## config.mk

```make
export PLATFORM = sky130hd
export DESIGN_NAME = puf_ro_meas_flat
export DESIGN_NICKNAME = d
export VERILOG_FILES = /design/src/rtl/puf_ro_meas_if.sv /design/src/rtl/puf_ro_meas.sv /design/src/flat_wrapper.sv
export SDC_FILE = /design/constraint.sdc
export NUM_CORES = 1
export LEC_CHECK = 0
export BUFFER_PORTS_ARGS = -buffer_cell sky130_fd_sc_hd__buf_2
export CORE_UTILIZATION = 32
export DETAILED_ROUTE_END_ITERATION = 10
export PLACE_DENSITY_LB_ADDON = 0.1
export SYNTH_ARGS = -nofsm -noshare
export SYNTH_HDL_FRONTEND = slang
export SYNTH_SLANG_ARGS = --single-unit
```

## constraint.sdc

```tcl
create_clock -name i_clk -period 6 [get_ports i_clk]
set_input_delay 0.6 -clock i_clk [delete_from_list [all_inputs] [get_ports i_clk]]
set_output_delay 0.6 -clock i_clk [all_outputs]
set_load 0.03 [all_outputs]
```

## src/rtl/puf_ro_meas_if.sv

```systemverilog
// Bus between the RO-PUF measurement controller and its environment.
// The environment issues the start and window and supplies the two raw
// ring-oscillator outputs. The controller returns the RO enables, status
// and the held measurement results.
//   slave  : controller side (puf_ro_meas)
//   master : host / oscillator side
interface puf_ro_meas_if #(
  parameter int CNT_W = 16,
  parameter int WIN_W = 16
);
  logic             i_start;
  logic [WIN_W-1:0] i_win;
  logic             i_ro_a;
  logic             i_ro_b;
  logic             o_en_a;
  logic             o_en_b;
  logic             o_busy;
  logic             o_done;
  logic             o_resp;
  logic             o_tie;
  logic [CNT_W-1:0] o_cnt_a;
  logic [CNT_W-1:0] o_cnt_b;

  modport slave (
    input  i_start, i_win, i_ro_a, i_ro_b,
    output o_en_a, o_en_b, o_busy, o_done, o_resp, o_tie, o_cnt_a, o_cnt_b
  );

  modport master (
    output i_start, i_win, i_ro_a, i_ro_b,
    input  o_en_a, o_en_b, o_busy, o_done, o_resp, o_tie, o_cnt_a, o_cnt_b
  );
endinterface

```

## src/rtl/puf_ro_meas.sv

```systemverilog
// RO-PUF measurement controller.
// Enables a pair of ring oscillators, synchronises their outputs into i_clk,
// lets them settle, counts rising edges of each over a programmable window
// and reports one response bit (cnt_a > cnt_b) plus a tie flag.
// Ports:
//   i_clk  : system clock
//   i_rst  : synchronous active-high reset, clears all state and outputs
//   bus    : puf_ro_meas_if.slave
//            i_start/i_win      start a measurement / window in cycles (0 -> 1)
//            i_ro_a/i_ro_b      asynchronous RO outputs
//            o_en_a/o_en_b      RO enables (high in SETTLE and COUNT)
//            o_busy/o_done      busy outside IDLE / one-cycle result strobe
//            o_resp/o_tie       comparison result, held until replaced
//            o_cnt_a/o_cnt_b    saturating raw edge counts, held likewise
module puf_ro_meas #(
  parameter int CNT_W      = 16,
  parameter int WIN_W      = 16,
  parameter int SETTLE_CYC = 4
) (
  input logic          i_clk,
  input logic          i_rst,
  puf_ro_meas_if.slave bus
);

  typedef enum logic [1:0] {IDLE, SETTLE, COUNT, DONE} state_t;

  localparam int SET_W = (SETTLE_CYC > 1) ? $clog2(SETTLE_CYC) : 1;
  localparam logic [SET_W-1:0] SET_LAST = SET_W'(SETTLE_CYC - 1);

  state_t state, state_nxt;

  logic ro_a_p0, ro_a_p1, ro_a_p2;
  logic ro_b_p0, ro_b_p1, ro_b_p2;
  logic edge_a, edge_b;

  logic [SET_W-1:0] settle_cnt;
  logic [WIN_W-1:0] win_cnt;
  logic [CNT_W-1:0] cnt_a, cnt_b;
  logic [CNT_W-1:0] cnt_a_nxt, cnt_b_nxt;
  logic             count_last;

  logic             en_c, busy_c, done_c;
  logic             resp_q, tie_q;
  logic [CNT_W-1:0] cnt_a_q, cnt_b_q;

  // Counters stick at all-ones instead of wrapping.
  function automatic logic [CNT_W-1:0] sat_inc(input logic [CNT_W-1:0] c,
                                               input logic inc);
    if (inc && (c != {CNT_W{1'b1}}))
      return c + CNT_W'(1);
    return c;
  endfunction

  // A zero window would never terminate the down-counter; run it as one.
  function automatic logic [WIN_W-1:0] win_min1(input logic [WIN_W-1:0] w);
    return (w == '0) ? WIN_W'(1) : w;
  endfunction

  // ---- stage p0/p1: two-flop synchroniser, p2: history for edge detect ----
  always_ff @(posedge i_clk) begin
    if (i_rst) begin
      ro_a_p0 <= 1'b0;
      ro_a_p1 <= 1'b0;
      ro_a_p2 <= 1'b0;
      ro_b_p0 <= 1'b0;
      ro_b_p1 <= 1'b0;
      ro_b_p2 <= 1'b0;
    end else begin
      ro_a_p0 <= bus.i_ro_a;
      ro_a_p1 <= ro_a_p0;
      ro_a_p2 <= ro_a_p1;
      ro_b_p0 <= bus.i_ro_b;
      ro_b_p1 <= ro_b_p0;
      ro_b_p2 <= ro_b_p1;
    end
  end

  assign edge_a = ro_a_p1 & ~ro_a_p2;
  assign edge_b = ro_b_p1 & ~ro_b_p2;

  // Next counts include this cycle's edge so the last COUNT cycle is captured.
  assign cnt_a_nxt  = sat_inc(cnt_a, edge_a);
  assign cnt_b_nxt  = sat_inc(cnt_b, edge_b);
  assign count_last = (win_cnt == WIN_W'(1));

  // ---- control: state register ----
  always_ff @(posedge i_clk) begin
    if (i_rst)
      state <= IDLE;
    else
      state <= state_nxt;
  end

  // ---- control: next state and state-decoded outputs ----
  always_comb begin
    state_nxt = state;
    en_c      = 1'b0;
    busy_c    = 1'b0;
    done_c    = 1'b0;
    case (state)
      IDLE: begin
        if (bus.i_start)
          state_nxt = SETTLE;
      end
      SETTLE: begin
        en_c   = 1'b1;
        busy_c = 1'b1;
        if (settle_cnt == SET_LAST)
          state_nxt = COUNT;
      end
      COUNT: begin
        en_c   = 1'b1;
        busy_c = 1'b1;
        if (count_last)
          state_nxt = DONE;
      end
      DONE: begin
        busy_c    = 1'b1;
        done_c    = 1'b1;
        state_nxt = IDLE;
      end
      default: state_nxt = IDLE;
    endcase
  end

  // ---- stage p3: counters, window and result registers ----
  always_ff @(posedge i_clk) begin
    if (i_rst) begin
      settle_cnt <= '0;
      win_cnt    <= '0;
      cnt_a      <= '0;
      cnt_b      <= '0;
      cnt_a_q    <= '0;
      cnt_b_q    <= '0;
      resp_q     <= 1'b0;
      tie_q      <= 1'b0;
    end else begin
      case (state)
        IDLE: begin
          if (bus.i_start) begin
            win_cnt    <= win_min1(bus.i_win);
            cnt_a      <= '0;
            cnt_b      <= '0;
            settle_cnt <= '0;
          end
        end
        SETTLE: begin
          settle_cnt <= settle_cnt + SET_W'(1);
        end
        COUNT: begin
          cnt_a   <= cnt_a_nxt;
          cnt_b   <= cnt_b_nxt;
          win_cnt <= win_cnt - WIN_W'(1);
          if (count_last) begin
            cnt_a_q <= cnt_a_nxt;
            cnt_b_q <= cnt_b_nxt;
            resp_q  <= (cnt_a_nxt > cnt_b_nxt);
            tie_q   <= (cnt_a_nxt == cnt_b_nxt);
          end
        end
        default: ;
      endcase
    end
  end

  assign bus.o_en_a  = en_c;
  assign bus.o_en_b  = en_c;
  assign bus.o_busy  = busy_c;
  assign bus.o_done  = done_c;
  assign bus.o_resp  = resp_q;
  assign bus.o_tie   = tie_q;
  assign bus.o_cnt_a = cnt_a_q;
  assign bus.o_cnt_b = cnt_b_q;

endmodule

```

## src/flat_wrapper.sv

```systemverilog
// flat-port wrapper written by rule: the top's interface ports become plain ports
module puf_ro_meas_flat 
#(
  parameter int CNT_W      = 16,
  parameter int WIN_W      = 16,
  parameter int SETTLE_CYC = 4
)
  (i_clk, i_rst, bus_i_start, bus_i_win, bus_i_ro_a, bus_i_ro_b, bus_o_en_a, bus_o_en_b, bus_o_busy, bus_o_done, bus_o_resp, bus_o_tie, bus_o_cnt_a, bus_o_cnt_b);
  puf_ro_meas_if #(.CNT_W(CNT_W), .WIN_W(WIN_W)) bus_i ();
  input logic i_clk;
  input logic i_rst;
  input wire logic [$bits(bus_i.i_start)-1:0] bus_i_start;
  input wire logic [$bits(bus_i.i_win)-1:0] bus_i_win;
  input wire logic [$bits(bus_i.i_ro_a)-1:0] bus_i_ro_a;
  input wire logic [$bits(bus_i.i_ro_b)-1:0] bus_i_ro_b;
  output wire logic [$bits(bus_i.o_en_a)-1:0] bus_o_en_a;
  output wire logic [$bits(bus_i.o_en_b)-1:0] bus_o_en_b;
  output wire logic [$bits(bus_i.o_busy)-1:0] bus_o_busy;
  output wire logic [$bits(bus_i.o_done)-1:0] bus_o_done;
  output wire logic [$bits(bus_i.o_resp)-1:0] bus_o_resp;
  output wire logic [$bits(bus_i.o_tie)-1:0] bus_o_tie;
  output wire logic [$bits(bus_i.o_cnt_a)-1:0] bus_o_cnt_a;
  output wire logic [$bits(bus_i.o_cnt_b)-1:0] bus_o_cnt_b;
  assign bus_i.i_start = bus_i_start;
  assign bus_i.i_win = bus_i_win;
  assign bus_i.i_ro_a = bus_i_ro_a;
  assign bus_i.i_ro_b = bus_i_ro_b;
  assign bus_o_en_a = bus_i.o_en_a;
  assign bus_o_en_b = bus_i.o_en_b;
  assign bus_o_busy = bus_i.o_busy;
  assign bus_o_done = bus_i.o_done;
  assign bus_o_resp = bus_i.o_resp;
  assign bus_o_tie = bus_i.o_tie;
  assign bus_o_cnt_a = bus_i.o_cnt_a;
  assign bus_o_cnt_b = bus_i.o_cnt_b;
  puf_ro_meas #(.CNT_W(CNT_W), .WIN_W(WIN_W), .SETTLE_CYC(SETTLE_CYC)) u_core (.i_clk(i_clk), .i_rst(i_rst), .bus(bus_i));
endmodule
```

# After elaboration in Yosys (flattened, before gate mapping)
# Index checks and enable logic that the tools add are counted.
totals:
  reg_bits: 92
  latch_bits: 0
  ramBits: 0
  rom_bits: 0
  in_bits: 21
  output_inout_bits: 38
  wordCells: 68
  memories: 0
op_classes:
  addsub: 4
  mul: 0
  div: 0
  n_lt_le_gt_ge: 1
  eq_ne: 11
  shifts: 0
  n_mux: 21
  bitwise_logic: 4
  n_reduce_logical: 12
ops:
  columns: ["cell", "count"]
  rows:
  - ["2-to-1 mux 16 bit", 7]
  - ["case mux 16 bit (2 select lines)", 3]
  - ["adder 16 x 1 -> 16 bit, second input constant", 2]
  - ["inequality test 16 bit, second input constant", 2]
  - ["== test 16 x 1 -> 1 bit, second input constant", 1]
  - ["== test 16 bit", 1]
  - ["greater-than comparator 16 bit", 1]
  - ["zero test 16 bit", 1]
  - ["subtractor 16 x 1 -> 16 bit, second input constant", 1]
  - ["2-to-1 mux 2 bit", 4]
  - ["case mux 2 bit (4 select lines)", 1]
  - ["== test 2 bit, second input constant", 3]
  - ["AND reduction 2 bit", 3]
  - ["2-to-1 mux 1 bit", 5]
  - ["inequality test 2 x 1 -> 1 bit, second input constant", 2]
  - ["case mux 2 bit (2 select lines)", 1]
  - ["nonzero test 2 bit", 2]
  - ["AND reduction 3 bit", 1]
  - ["OR reduction 3 bit", 1]
  - ["adder 2 x 1 -> 2 bit, second input constant", 1]
  - ["AND 1 bit", 2]
  - ["== test 2 x 1 -> 1 bit, second input constant", 1]
  - ["logical AND 1 bit", 2]
  - ["zero test 2 bit", 1]
  - ["other kinds (3)", 4]

# Depth between registers and ports, before layout
depth:
  word_depth: 6
  ltp_mapped: 13
  ltp_nobuf: 12

# Least setup slack after synthesis
# Ideal clock, no wire load.
synth_path:
  path_type: "register to register"
  startpoint: "reg u_core.cnt_a[0]"
  endpoint: "reg u_core.resp_q (netlist: u_core.bus.o_resp)"
  setup_time_ps: 101
  arrival_time_ps: 2755
  t_required_ps: 5899
  setup_slack_ps: 3144
  stages_incl_launch_ff: 12
  path_buffers: 0
  synth_period_minus_slack_ps: 2856
  cell_sequence: "dfxtp_1 ha_1 nand3_1 nor4_4 nand4_1 xnor2_1 ha_1 nand4_1 nor4_1 a21boi_0 nor4bb_1 o41ai_1"
synth_between:
  elab_chain_len: 5
  word_cells_on_any_way: 7
  classes_between: "add/sub (1); order compare (1); eq/ne (1); mux (3); reduce/logical (1)"
synth_rtl:
  columns: ["item", "line", "rtl"]
  rows:
  - ["start, declared", "puf_ro_meas.sv:38", "logic [CNT_W-1:0] cnt_a, cnt_b;"]
  - ["start signal, assigned", "puf_ro_meas.sv:151", "cnt_a <= cnt_a_nxt;"]
  - ["parallel branches: the longest is 3 deep, another holds adder 16 x 1 -> 16 bit", null, null]
  - ["2-to-1 mux 16 bit *", "puf_ro_meas.sv:51", "return c;"]
  - ["net u_core.cnt_a_nxt[14]", "puf_ro_meas.sv:39", "logic [CNT_W-1:0] cnt_a_nxt, cnt_b_nxt;"]
  - ["greater-than comparator 16 bit *", "puf_ro_meas.sv:157", "resp_q <= (cnt_a_nxt > cnt_b_nxt);"]
  - ["end signal, assigned", "puf_ro_meas.sv:157", null]
  - ["end, declared", "puf_ro_meas.sv:43", "logic resp_q, tie_q;"]
# Mark *: on every way through the listed nets, which the timed path passes. The select of a mux whose other input is x is not followed.
# A chain may end at the register's enable or synchronous reset.

# Worst setup path in the final report
layout_path:
  startpoint: "reg u_core.cnt_b[8]"
  endpoint: "reg u_core.resp_q (netlist: u_core.bus.o_resp)"
layout_between:
  elab_chain_len: 5
  word_cells_on_any_way: 7
  classes_between: "add/sub (1); order compare (1); eq/ne (1); mux (3); reduce/logical (1)"
layout_rtl:
  columns: ["item", "line", "rtl"]
  rows:
  - ["start, declared", "puf_ro_meas.sv:38", null]
  - ["start signal, assigned", "puf_ro_meas.sv:152", "cnt_b <= cnt_b_nxt;"]
  - ["parallel branches: the longest is 3 deep, another holds adder 16 x 1 -> 16 bit", null, null]
  - ["2-to-1 mux 16 bit *", "puf_ro_meas.sv:51", null]
  - ["greater-than comparator 16 bit *", "puf_ro_meas.sv:157", null]
# Mark *: on every way between the ends. The select of a mux whose other input is x is not followed.

==> results by group <==
Outcome
  • Outcome: complete, no violations

Power and ir drop
  • Internal Power: 1.238 mW
  • Sw Share: 36.80%
  • Clock share of power: 29.6%
  • Power Density: 325.7 mW/mm^2
  • VDD IR max: 0.0001296 V
  • Gate power share: 32.8%
  • Leakage: 2.434 nW
  • Sequential power share: 37.7%
  • Switch Pwr: 0.7207 mW

GRT
  • First-pass GRT wire length: 24.53 mm
  • Largest net degree at the start of global routing: 40
  • Antenna violations before repair: 0
  • GRT Overall Usage: 19.04%
  • Vias in the first global route: 4,397
  • Grt total ovfl: 0

Logic synthesis
  • Synth area leaders: dfxtp_1, ha_1, a21oi_1
  • Distinct cells, synth: 77
  • Area of the mapped netlist: 0.005280 sq mm
  • Synth Instances: 618
  • Synth top area share: 34.88%
  • Sequential element share of the synthesized area: 34.88%
  • Top FF cell, synth: dfxtp_1
  • Yosys top cell by area: dfxtp_1
  • Most frequent cell after synthesis: dfxtp_1
  • #FFs+latches synth: 92
  • Post-synth EDFFs: 0
  • Ys async rst share: 0%
  • Net Count, Synth: 664
  • Mapped Avg Cell Area: 8.544 sq um
  • Commonest cells post-synth: dfxtp_1, nor2_1, a21oi_1
  • Synthesis warning total: 0

Finish
  • Area Overhead vs Synth: 13.89%
  • Post-Layout Cell Count: 875
  • Fill count: 1,676
  • Net count reported at finish: 702
  • Share of cells above drive strength 1: 15.17%
  • Antenna diodes: 0
  • Final Util: 37.58%

Timing
  • RSZ-0062 raised after global routing: false
  • Setup TNS: 0 ns
  • Hold Fails Final Rpt: 0
  • Slew at the pin with the worst max-slew slack: 1.266 ns
  • Max-Slew Margin vs Limit: 15.29%
  • Clk_skew: 0.007067 ns
  • Min cycle time layout: 3.454 ns
  • # setup viols final: 0
  • Fmax: 289.6 MHz
  • Period utilization: 57.56%
  • Setup WS post-layout: 2.546 ns
  • Max-slew violations: 0

Worst setup path
  • Termination of the worst setup path: u_core.bus.o_resp$_SDFFE_PP0P_
  • CP Launch Point: u_core.cnt_b[8]$_SDFFE_PP0P_
  • RR Endpoint: u_core.bus.o_resp$_SDFFE_PP0P_
  • Crit path DAT: 3.68 ns
  • Worst path max stage delay: 0.52 ns
  • Launch point of the worst reg-to-reg path: u_core.cnt_b[8]$_SDFFE_PP0P_
  • Req. time, crit path: 6.22 ns
  • CP max FO: 11
  • Crit end category: flop
  • CP Class: reg2reg
  • Startpoint type of the worst setup path: flop
  • Cell chain of the critical path: and4_1 -> nand4_1 -> o21ai_1 -> mux2i_1 -> ha_1 -> nor2b_1 -> o21ai_0 -> a21boi_0 -> nor4bb_1 -> o41ai_1
  • Path depth of the worst reg2reg path: 10
  • Slowest cell on the critical path: o21ai_1
  • R2R setup slack: 2.55 ns

Place
  • Pre-CTS WS: 2.629 ns
  • GP Congestion: 0.8092
  • PortBufs: 58
  • Placed cell count: 861
  • DP Wirelength: 11.23 mm

Flow run
  • Max-Cap Viols: 0

Floorplanning
  • Die Y: 130.5 um
  • Placeable Area: 0.01600 sq mm
  • Initial core utilization: 33.00%
  • Top-Level Pins: 59
  • Die area: 0.01702 sq mm
  • Std-Cell Rows: 46
  • Die width: 130.5 um

Clock network
  • Total CTS buffers: 9
  • CTS resizes: 0
  • Clk sinks: 92
  • Clk_lat worst skew: 0.35 ns
  • Clock transition at the registers of the reported paths: 0.06 ns
  • CTS Root Cell: clkbuf_16
  • Post-CTS Setup Inserts: 0
  • Clk buf depth: 2
  • # hold bufs at CTS: 0
  • CTS H-tree lvls: 3
  • CTS tree: done

Detailed routing
  • ANT nets after route: 0
  • Routed WL per cell: 17.71 um
  • 1st-pass router iterations: 5
  • DR vias: 4,786
  • 1st-iter DRT viols: 330
  • # DRC: 0
  • Routed WL: 15.49 mm
  • Drt via density: 5.470

Hold path
  • HP Class: reg2reg
## worst max-delay path: cells and delay by family (launching register included)
kind | cells | cell delay, ns
AO/OA/AOI/OAI | 4 | 0.87
adder cells (fa/ha/maj) | 1 | 0.29
flip-flops | 1 | 0.48
multiplexers | 1 | 0.35
AND/OR/NAND/NOR | 4 | 1.32
## kinds of logic (layout without fill, tap and decap cells)
family | after synthesis | after routing | synth area share, %
mux | 11 | 11 | 2.109
xor+xnor | 25 | 25 | 4.147
fa+ha+maj | 25 | 25 | 5.924
simple gates | 230 | 230 | 24.62
compound gates | 182 | 182 | 24.00
flops | 92 | 92 | 34.88
buf+inv | 53 | 94 | 4.313
## cells in the final DEF, fill, tap and decap left out, types with 5 or more instances in the layout
| master | synthesis | layout |
|---|---|---|
| o211a_1 | 11 | 11 |
| buf_4 | 1 | 5 |
| a211oi_1 | 24 | 24 |
| clkbuf_16 | 0 | 9 |
| mux2i_1 | 10 | 10 |
| a31oi_1 | 16 | 16 |
| inv_1 | 16 | 16 |
| nand2b_1 | 24 | 24 |
| dfxtp_1 | 92 | 92 |
| o211ai_1 | 6 | 6 |
| xnor2_1 | 15 | 15 |
| nand3_1 | 12 | 12 |
| a21oi_1 | 44 | 44 |
| nor3_1 | 9 | 9 |
| nor4_1 | 7 | 7 |
| and3_1 | 9 | 9 |
| nand4_1 | 15 | 15 |
| nor2b_1 | 11 | 11 |
| a211o_1 | 5 | 5 |
| o21ai_1 | 9 | 9 |
| xor2_1 | 10 | 10 |
| ha_1 | 25 | 25 |
| nand2_1 | 40 | 40 |
| nor2_1 | 50 | 49 |
| and4_1 | 8 | 8 |
| buf_2 | 14 | 58 |
| and2_1 | 6 | 6 |
| or3_1 | 11 | 11 |
| o21ai_0 | 19 | 19 |
| a41oi_1 | 5 | 5 |
| nand3b_1 | 7 | 7 |
## cell type report
class	count	area [sq um]	area share (%)
multi-input cells	473	3218	53.52
flip-flops and latches	92	1842	30.63
repair buffers	63	327.8	5.452
well taps	216	270.3	4.494
clock buffers	12	256.5	4.265
inverters	17	63.81	1.061
clock inverters	2	35.03	0.5826
## state kept, by name, indices dropped and copies added (netlist names)
name / count
u_core.bus.o_cnt_a: 16
u_core.bus.o_cnt_b: 16
u_core.bus.o_resp: 1
u_core.bus.o_tie: 1
u_core.cnt_a: 16
u_core.cnt_b: 16
u_core.ro_a_p0: 1
u_core.ro_a_p1: 1
u_core.ro_a_p2: 1
u_core.ro_b_p0: 1
u_core.ro_b_p1: 1
u_core.ro_b_p2: 1
u_core.settle_cnt: 2
u_core.state: 2
u_core.win_cnt: 16
## worst min-delay path by stage
stage,slack (ns),depth (start not counted),startpoint,to
4_1_cts,0.44,2,bus_i_ro_b,u_core.ro_b_p0$_SDFF_PP0_
5_1_grt,0.46,2,bus_i_ro_a,u_core.ro_a_p0$_SDFF_PP0_
3_5_place_dp,0.45,1,u_core.ro_b_p0$_SDFF_PP0_,u_core.ro_b_p1$_SDFF_PP0_
3_3_place_gp,0.45,2,u_core.bus.o_cnt_b[6]$_SDFFE_PP0P_,u_core.bus.o_cnt_b[6]$_SDFFE_PP0P_
6_report,0.46,1,u_core.ro_b_p0$_SDFF_PP0_,u_core.ro_b_p1$_SDFF_PP0_
2_1_floorplan,0.41,1,u_core.ro_a_p0$_SDFF_PP0_,u_core.ro_a_p1$_SDFF_PP0_
## through the flow
| stage | power [mW] | hold slack, ns | instance area [sq um] |
|---|---|---|---|
| finish | 1.958 | 0.4571 | 6013 |
| CTS | 1.974 | 0.4449 | 6013 |
| floorplan | 1.224 | 0.4138 | 5280 |
| global route | 2.086 | 0.4610 | 6013 |
| global placement | 1.383 | 0.4452 | 5722 |
| detailed placement | 1.390 | 0.4505 | 5722 |
## per-layer routing
layer	track usage (%)	wire (um)	vias to the layer above	share of wire, %
met2	30.60	6980	101	45
met1	26.36	7717	2298	50
met3	3.379	637	17	4.1
met4	4.733	157	0	1.0
li1	-	-	2370	-
met5	0	0	-	0
## power groups by stage
| stage | logic (mW) | registers [mW] | clock network (mW) |
|---|---|---|---|
| floorplan | 0.489 | 0.735 | 0 |
| global placement | 0.636 | 0.747 | 0 |
| detailed placement | 0.642 | 0.749 | 0 |
| CTS | 0.644 | 0.735 | 0.594 |
| global route | 0.720 | 0.747 | 0.619 |
| finish | 0.642 | 0.737 | 0.579 |
(Power assumes the default switching activity.)
